## config.mk

```make
export PLATFORM = sky130hd
export DESIGN_NAME = pattern_seq_gen
export DESIGN_NICKNAME = d
export VERILOG_FILES = /design/src/rtl/pattern_seq_gen.sv
export SDC_FILE = /design/constraint.sdc
export NUM_CORES = 1
export LEC_CHECK = 0
export CORE_ASPECT_RATIO = 1.75
export CORE_MARGIN = 8
export CORE_UTILIZATION = 30
export CTS_CLUSTER_DIAMETER = 120
export CTS_CLUSTER_SIZE = 10
export DETAILED_ROUTE_END_ITERATION = 6
export HOLD_SLACK_MARGIN = 0.06
export SLEW_MARGIN = 20
export SYNTH_ARGS = -nofsm -noshare
export SYNTH_HDL_FRONTEND = slang
export SYNTH_SLANG_ARGS = --single-unit
```

## constraint.sdc

```tcl
create_clock -name iCLK -period 2.8 [get_ports iCLK]
set_input_delay 0.56 -clock iCLK [delete_from_list [all_inputs] [get_ports iCLK]]
set_output_delay 0.56 -clock iCLK [all_outputs]
set_load 0.05 [all_outputs]
```

## src/rtl/pattern_seq_gen.sv

```systemverilog
// Serial pattern generator: shifts a programmable pattern out LSB-first, each bit held CLK_DIV clocks.
// Define PSG_DOUBLE_BUFFER_EN to allow loads during RUN via a shadow register applied at pass boundaries.
module pattern_seq_gen #(
  parameter int                CLK_DIV  = 12500000,
  parameter int                PAT_W    = 16,
  parameter logic [PAT_W-1:0]  PAT_INIT = 16'h00ED,
  parameter int                LEN_INIT = 10,
  localparam int               LEN_W    = $clog2(PAT_W + 1)
) (
  input  logic             iCLK,
  input  logic             iRST_N,
  input  logic             iLOAD,
  input  logic [PAT_W-1:0] iPAT,
  input  logic [LEN_W-1:0] iLEN,
  input  logic             iSTART,
  input  logic             iSTOP,
  input  logic             iMODE,
  output logic             oSIG,
  output logic             oBUSY,
  output logic             oWRAP,
  output logic [LEN_W-1:0] oIDX
);

  localparam int               DIV_W   = (CLK_DIV > 1) ? $clog2(CLK_DIV) : 1;
  localparam logic [DIV_W-1:0] DIV_MAX = DIV_W'(CLK_DIV - 1);

  typedef enum logic {IDLE, RUN} state_e;

  state_e             state_q, state_d;
  logic [DIV_W-1:0]   div_q, div_d;
  logic [LEN_W-1:0]   idx_q, idx_d;
  logic               sig_q, sig_d;
  logic               wrap_q, wrap_d;
  logic [PAT_W-1:0]   pat_q, pat_d;
  logic [LEN_W-1:0]   len_q, len_d;
  logic               mode_q, mode_d;
`ifdef PSG_DOUBLE_BUFFER_EN
  logic [PAT_W-1:0]   shd_pat_q, shd_pat_d;
  logic [LEN_W-1:0]   shd_len_q, shd_len_d;
  logic               pend_q, pend_d;
`endif

  logic [LEN_W-1:0]   ld_len;
  logic [PAT_W-1:0]   next_bits;
  logic               last_div;
  logic               last_bit;
  logic               pass_end;
  logic               go_idle;

  // Zero or oversize lengths mean "use the full pattern width".
  assign ld_len    = (iLEN == '0 || iLEN > LEN_W'(PAT_W)) ? LEN_W'(PAT_W) : iLEN;
  assign next_bits = pat_q >> (idx_q + 1'b1);
  assign last_div  = (div_q == DIV_MAX);
  assign last_bit  = (idx_q == len_q - 1'b1);

  always_comb begin
    state_d  = state_q;
    div_d    = div_q;
    idx_d    = idx_q;
    sig_d    = sig_q;
    wrap_d   = 1'b0;
    pat_d    = pat_q;
    len_d    = len_q;
    mode_d   = mode_q;
    pass_end = 1'b0;
    go_idle  = 1'b0;
`ifdef PSG_DOUBLE_BUFFER_EN
    shd_pat_d = shd_pat_q;
    shd_len_d = shd_len_q;
    pend_d    = pend_q;
`endif
    case (state_q)
      IDLE: begin
        if (iLOAD) begin
          pat_d = iPAT;
          len_d = ld_len;
        end
        if (iSTART && !iSTOP) begin
          state_d = RUN;
          mode_d  = iMODE;
          idx_d   = '0;
          div_d   = '0;
          sig_d   = pat_d[0];
        end
      end
      RUN: begin
`ifdef PSG_DOUBLE_BUFFER_EN
        if (iLOAD) begin
          shd_pat_d = iPAT;
          shd_len_d = ld_len;
          pend_d    = 1'b1;
        end
`endif
        if (iSTOP) begin
          go_idle = 1'b1;
        end else if (last_div) begin
          div_d = '0;
          if (last_bit) begin
            wrap_d   = 1'b1;
            pass_end = 1'b1;
            idx_d    = '0;
            go_idle  = mode_q;
          end else begin
            idx_d = idx_q + 1'b1;
            sig_d = next_bits[0];
          end
        end else begin
          div_d = div_q + 1'b1;
        end
      end
      default: go_idle = 1'b1;
    endcase

`ifdef PSG_DOUBLE_BUFFER_EN
    if ((pass_end || go_idle) && pend_d) begin
      pat_d  = shd_pat_d;
      len_d  = shd_len_d;
      pend_d = 1'b0;
    end
`endif

    if (go_idle) begin
      state_d = IDLE;
      sig_d   = 1'b0;
      idx_d   = '0;
      div_d   = '0;
    end else if (pass_end) begin
      sig_d = pat_d[0];
    end
  end

  always_ff @(posedge iCLK or negedge iRST_N) begin
    if (!iRST_N) begin
      state_q <= IDLE;
      div_q   <= '0;
      idx_q   <= '0;
      sig_q   <= 1'b0;
      wrap_q  <= 1'b0;
      pat_q   <= PAT_INIT;
      len_q   <= LEN_W'(LEN_INIT);
      mode_q  <= 1'b0;
`ifdef PSG_DOUBLE_BUFFER_EN
      shd_pat_q <= PAT_INIT;
      shd_len_q <= LEN_W'(LEN_INIT);
      pend_q    <= 1'b0;
`endif
    end else begin
      state_q <= state_d;
      div_q   <= div_d;
      idx_q   <= idx_d;
      sig_q   <= sig_d;
      wrap_q  <= wrap_d;
      pat_q   <= pat_d;
      len_q   <= len_d;
      mode_q  <= mode_d;
`ifdef PSG_DOUBLE_BUFFER_EN
      shd_pat_q <= shd_pat_d;
      shd_len_q <= shd_len_d;
      pend_q    <= pend_d;
`endif
    end
  end

  assign oSIG  = sig_q;
  assign oBUSY = (state_q == RUN);
  assign oWRAP = wrap_q;
  assign oIDX  = idx_q;

endmodule

```

==> run summary, run 1 <==
CP Data Required Time: 2.24 ns
Asr flop ratio synth: 100.0%
Initial antenna violation count: 0
Mean Syn Cell Area: 9.652 sq um
Vias per Instance: 4.936
Cell Area, Synth: 2934 sq um
Gr usage total: 10.92%
Hold crit path type: in -> async
Placed cell count: 460
Worst slack, placed: 0.5007 ns
Post-CTS sizing: 0
Final WS setup: 0.5601 ns
Setup Skew: 0.005909 ns
Nature of the critical path startpoint: flop
Setup CP Type: reg -> out
Non-filler instance count after layout: 468
Synth Warn #: 0
Clk pin slew, worst setup/hold paths: 0.07 ns
Root buf cell: clkbuf_16
Core Area: 9669 sq um
Post-layout min period: 2.240 ns
Setup Viol. Count Final: 0
R2r endpoint: oSIG
Main synth FF type: dfrtp_1
Fin util: 37.07%
Clock Path Buffers: 2
Number of synthesized flops with an enable pin: 0
Gr ovfl total: 0
# Max-Cap Violations: 0
Final WL: 7.034 mm
GPL Wtd Cong: 0.7935
Crit path DAT: 1.68 ns
Clock sink total: 54
Fin crit share: 80.00%
Largest net degree at the start of global routing: 34
Cells on worst reg2reg path: 6
Die height: 146.8 um
Synthesis-to-finish area growth: 22.17%
Yosys cell types: 50
First-pass GRT wire length: 11.68 mm
Run status: completed
Seq cells post-synth: 54
Worst-Skew Late Latency: 0.29 ns
Mapped Cells: 304
IO buf count: 34
Sequential area share after synthesis: 46.40%
Worst slew margin: 47.35%
Post-Syn Nets: 335
Fin. Hold Viols: 0
Pre-Repair DR Iteration Count: 4
Layout cells sized above 1: 11.66%
Final #Nets: 373
RSZ-0062 raised after global routing: false
Area of the die: 13330 sq um
Max Fanout on Critical Path: 9
Power Total: 1.801 mW
ANT cells: 0
Drt drc: 0
FP Rows: 48
Fmax: 446.4 MHz
Initial Utilization: 30.34%
Final HPWL DP: 5.336 mm
CTS tree: yes
Wire per inst: 15.03 um
DRT iter0 DRCs: 92
Clock buffers created by TritonCTS: 5
DR vias: 2310
Pwr Density: 502.3 nW/um^2
Postcts setup bufs: 0
Lkg Pwr: 1.443 nW
Fin. max-slew vios: 0
Worst ir drop on vdd: 0.3788 mV
IO Pins: 35
Slew of the pin with the lowest slew margin: 0.7897 ns
Final ANT Viol Nets: 0
R2r setup slk: 0.60 ns
Cts hold-fix bufs: 0
H-Tree Depth: 2
Worst R2R Start: oIDX[1]
Vias in the first global route: 2343
Setup TNS: 0 ns
Die width: 90.76 um
Setup crit end kind: output port
## flip-flops by register name (all words and copies together), names as in the netlist
| register | cells |
|---|---|
| oBUSY | 1 |
| mode_q | 1 |
| oIDX | 5 |
| pat_q | 16 |
| oSIG | 1 |
| len_q | 5 |
| div_q | 24 |
| oWRAP | 1 |
## synth_stat cells (6+ instances only)
library cell,n,share of area (%)
dfstp_2,8,7.2
nor3_1,10,1.7
o21ai_0,11,1.9
nand4_1,6,1.3
inv_1,8,1.0
nor2_1,32,4.1
xnor2_1,25,7.5
nand3_1,12,2.0
dfrtp_1,46,39
nor4_1,6,1.3
nand2_1,61,7.8
## cell usage in the layout (no fill, tap or decap), types with 6 or more instances in the layout
cell type        instances
nand3_1                 12
dfrtp_1                 46
nand2_1                 61
nor2_1                  32
nand4_1                  6
nor4_1                   6
dfstp_2                  8
inv_1                    8
nor3_1                  10
xnor2_1                 25
buf_4                    8
o21ai_0                 11
clkdlybuf4s50_1         33
## cells by family after synthesis
group,share of synthesized area [%]
buf+inv,3.198
compound gates,7.846
flops,46.40
fa+ha+maj,1.706
xor+xnor,8.657
mux,5.714
simple gates,26.48
## final cells by class
cell class,instances,area (sq um)
tap,125,156.4
multi-input combinational,231,1479
clock inverter,1,30.03
inverter,8,30.03
clock buffer,7,132.6
timing repair buffer,42,395.4
sequential,54,1361
fill,949,6085
## power breakdown
group          switching (mW)  total, mW  internal (mW)
registers              0.0355      0.875          0.839
logic                   0.125      0.236          0.111
clock network           0.267      0.690          0.423
total                   0.427       1.80           1.37
## how the worst max path moves through the flow
| stage | from | endpoint | slack [ns] | depth (start not counted) |
|---|---|---|---|---|
| floorplan | oIDX[1] | oSIG | 0.47 | 6 |
| global placement | iSTOP | div_q[21] | 0.53 | 7 |
| detailed placement | iSTOP | div_q[19] | 0.50 | 7 |
| CTS | oIDX[0] | oIDX[0] | 0.53 | 2 |
| global route | oIDX[1] | oSIG | 0.45 | 6 |
| finish | oIDX[0] | oIDX[0] | 0.56 | 2 |
## routing by layer
layer	share of wire (%)	up-vias	wire length, um	global-route usage [%]
met1	40	1151	2808	11.70
met4	2.1	0	146	4.694
met5	0	-	0	0
li1	-	1128	-	-
met3	2.6	9	180	1.788
met2	55	22	3899	20.32
## worst max-delay path, stage by stage (launching register included)
cell	delay (ns)
dfrtp_1	0.36
buf_4	0.20
clkdlybuf4s50_1	0.83
## through the flow
stage	hold WS [ns]	area, sq um
6_report	0.3489	3585
5_1_grt	0.4116	3585
4_1_cts	0.3700	3585
3_5_place_dp	0.4551	3422
3_3_place_gp	0.4545	3422
2_1_floorplan	0.2644	2934
Note: power is estimated with default switching activity, not from simulation.
==> inputs of run 2 (changes only) <==
==> constraint.sdc (replaced) <==
create_clock -name iCLK -period 1.8 [get_ports iCLK]
set_input_delay 0.36 -clock iCLK [delete_from_list [all_inputs] [get_ports iCLK]]
set_output_delay 0.36 -clock iCLK [all_outputs]
set_load 0.05 [all_outputs]
==> run 2 against run 1 <==
  * The flow now finishes with violations (negative setup slack)
  * Via count is 5.0% higher
  * Sequential power is 55% higher
  * Cell area grew 13%
  * Worst setup slack got worse by 0.81 ns
  * Global-route usage grew 0.43 points
  * Clock skew grew 0.0038 ns
  * Non-clock buffer count increased by 44
  * Count of clock-buffer cells in the layout stayed put
  * Critical endpoint is now oWRAP
  * Highest routed layer unchanged
==> run summary, run 2 (synthesized netlist as in run 1, its figures left out) <==
Clock share of power: 35.0%
Setup Skew: 0.009683 ns
Clock sink total: 54
Power Total: 2.800 mW
Fin crit share: 113.7%
GPL Wtd Cong: 0.8147
Most frequent cells in the layout: nand2_1 (61), buf_4 (54), dfrtp_1 (42)
Max incr delay on CP: 0.55 ns
Sw Share: 24.81%
Vias in the first global route: 2623
IO Pins: 35
# Max-Cap Violations: 0
Gr ovfl total: 0
Initial antenna violation count: 0
Clock buffers created by TritonCTS: 5
Met1 Usage GRT: 11.69%
FP Rows: 48
Final HPWL DP: 5.571 mm
Non-filler instance count after layout: 512
Final WS setup: -0.2474 ns
Gr usage total: 11.36%
Slowest-stage cell, CP: dfstp_2
Largest Register: div_q
Wire per inst: 14.30 um
Layout cells sized above 1: 29.20%
Final ANT Viol Nets: 0
Setup crit end kind: flop
Fin. max-slew vios: 0
Pre-Repair DR Iteration Count: 4
Placed cell count: 501
Flop pwr share: 48.7%
Largest registers: div_q: 24 flops, pat_q: 16 flops
Post-layout min period: 2.047 ns
Hold crit path type: reg -> reg
Slew of the pin with the lowest slew margin: 0.4237 ns
Die height: 146.8 um
Run status: complete, but fails checks
Setup TNS: -1.545 ns
Die width: 90.76 um
Largest net degree at the start of global routing: 39
Core Area: 9669 sq um
CP Data Required Time: 1.99 ns
Max reg flops: 24
Final WL: 7.320 mm
IO buf count: 34
Lkg Pwr: 1.705 nW
Fin. Hold Viols: 0
Gr busiest metal: met2
Net Switching: 0.6948 mW
Clock Path Buffers: 2
Pwr Density: 689.4 nW/um^2
Final #Nets: 417
Worst slack, placed: -0.3461 ns
Worst ir drop on vdd: 0.4702 mV
Failing checks: negative setup slack
CTS tree: yes
Commonest non-fill, non-tap cell in the layout: nand2_1
Cell breakdown of the critical path: inv_2 > ha_4 > or3_4 > a311o_2 > buf_4 > nor3_4
Nature of the critical path startpoint: flop
Crit path DAT: 2.24 ns
Max Fanout on Critical Path: 6
Clk pin slew, worst setup/hold paths: 0.07 ns
Vias per Instance: 4.736
RSZ-0062 raised after global routing: true
Area of the die: 13330 sq um
Int Pwr: 2.105 mW
Logic pwr share: 16.3%
H-Tree Depth: 2
Worst slew margin: 71.75%
Worst-Skew Late Latency: 0.29 ns
Initial Utilization: 30.34%
ANT cells: 0
First-pass GRT wire length: 12.34 mm
Setup Viol. Count Final: 8
Hold slack: 0.4590 ns
Fmax: 488.4 MHz
DR vias: 2425
Synthesis-to-finish area growth: 38.42%
Root buf cell: clkbuf_16
Met3 GRT Util: 2.146%
DRT iter0 DRCs: 65
Setup CP Type: reg -> reg
Drt drc: 0
GR Util met2: 21.38%
[run 2: metrics by stage]
step / cell area [sq um] / utilization, %
detailed placement: 3785 / 39.14
CTS: 3985 / 41.21
floorplan: 2959 / -
global placement: 3785 / 39.14
finish: 4061 / 42.00
global route: 4061 / 42.00
[run 2: what timing repair did]
action / 4_1_cts / 5_1_grt
hold buffers: 1 / 0
setup endpoints to repair: 8 / 31
endpoints found under the hold margin: 11 / 0
setup buffers: 1 / 2
gates resized for setup: 7 / 13
pin swaps: 7 / 10
[run 2: power groups by stage]
stage / Combinational [mW] / Sequential, mW / Clock [mW]
after floorplan: 0.210 / 1.38 / 0
after detailed placement: 0.430 / 1.39 / 0
final: 0.455 / 1.36 / 0.981
after global placement: 0.422 / 1.38 / 0
after CTS: 0.450 / 1.36 / 1.02
after global routing: 0.506 / 1.38 / 1.06
[run 2: layout make-up]
| class | instances | area [sq um] |
|---|---|---|
| multi-input combinational | 231 | 1595 |
| clock buffer | 7 | 142.6 |
| sequential | 54 | 1366 |
| tap | 125 | 156.4 |
| timing repair buffer | 86 | 762.0 |
| fill | 927 | 5608 |
| clock inverter | 1 | 8.758 |
| inverter | 8 | 30.03 |
[run 2: final timing paths]
kind,from,endpoint,slack (ns),cells after the start
max,len_q[1],oWRAP,-0.25,6
min,pat_q[6],pat_q[6],0.46,2
max reg2reg,len_q[1],oWRAP,-0.25,6
min reg2reg,pat_q[6],pat_q[6],0.46,2
max in group asynchronous,iRST_N,pat_q[0],0.67,3
min in group asynchronous,iRST_N,pat_q[15],0.53,2
[run 2: metal layers]
| layer | share of wire, % | up-vias |
|---|---|---|
| met4 | 1.9 | 0 |
| met1 | 39 | 1174 |
| li1 | - | 1216 |
| met5 | 0 | - |
| met3 | 2.7 | 7 |
| met2 | 56 | 28 |
[run 2: critical path, delay by kind of cell (launching register included)]
family | cells | cell delay, ns
fa+ha+maj | 1 | 0.16
simple gates | 2 | 0.57
buf+inv | 2 | 0.22
flops | 1 | 0.55
compound gates | 1 | 0.47
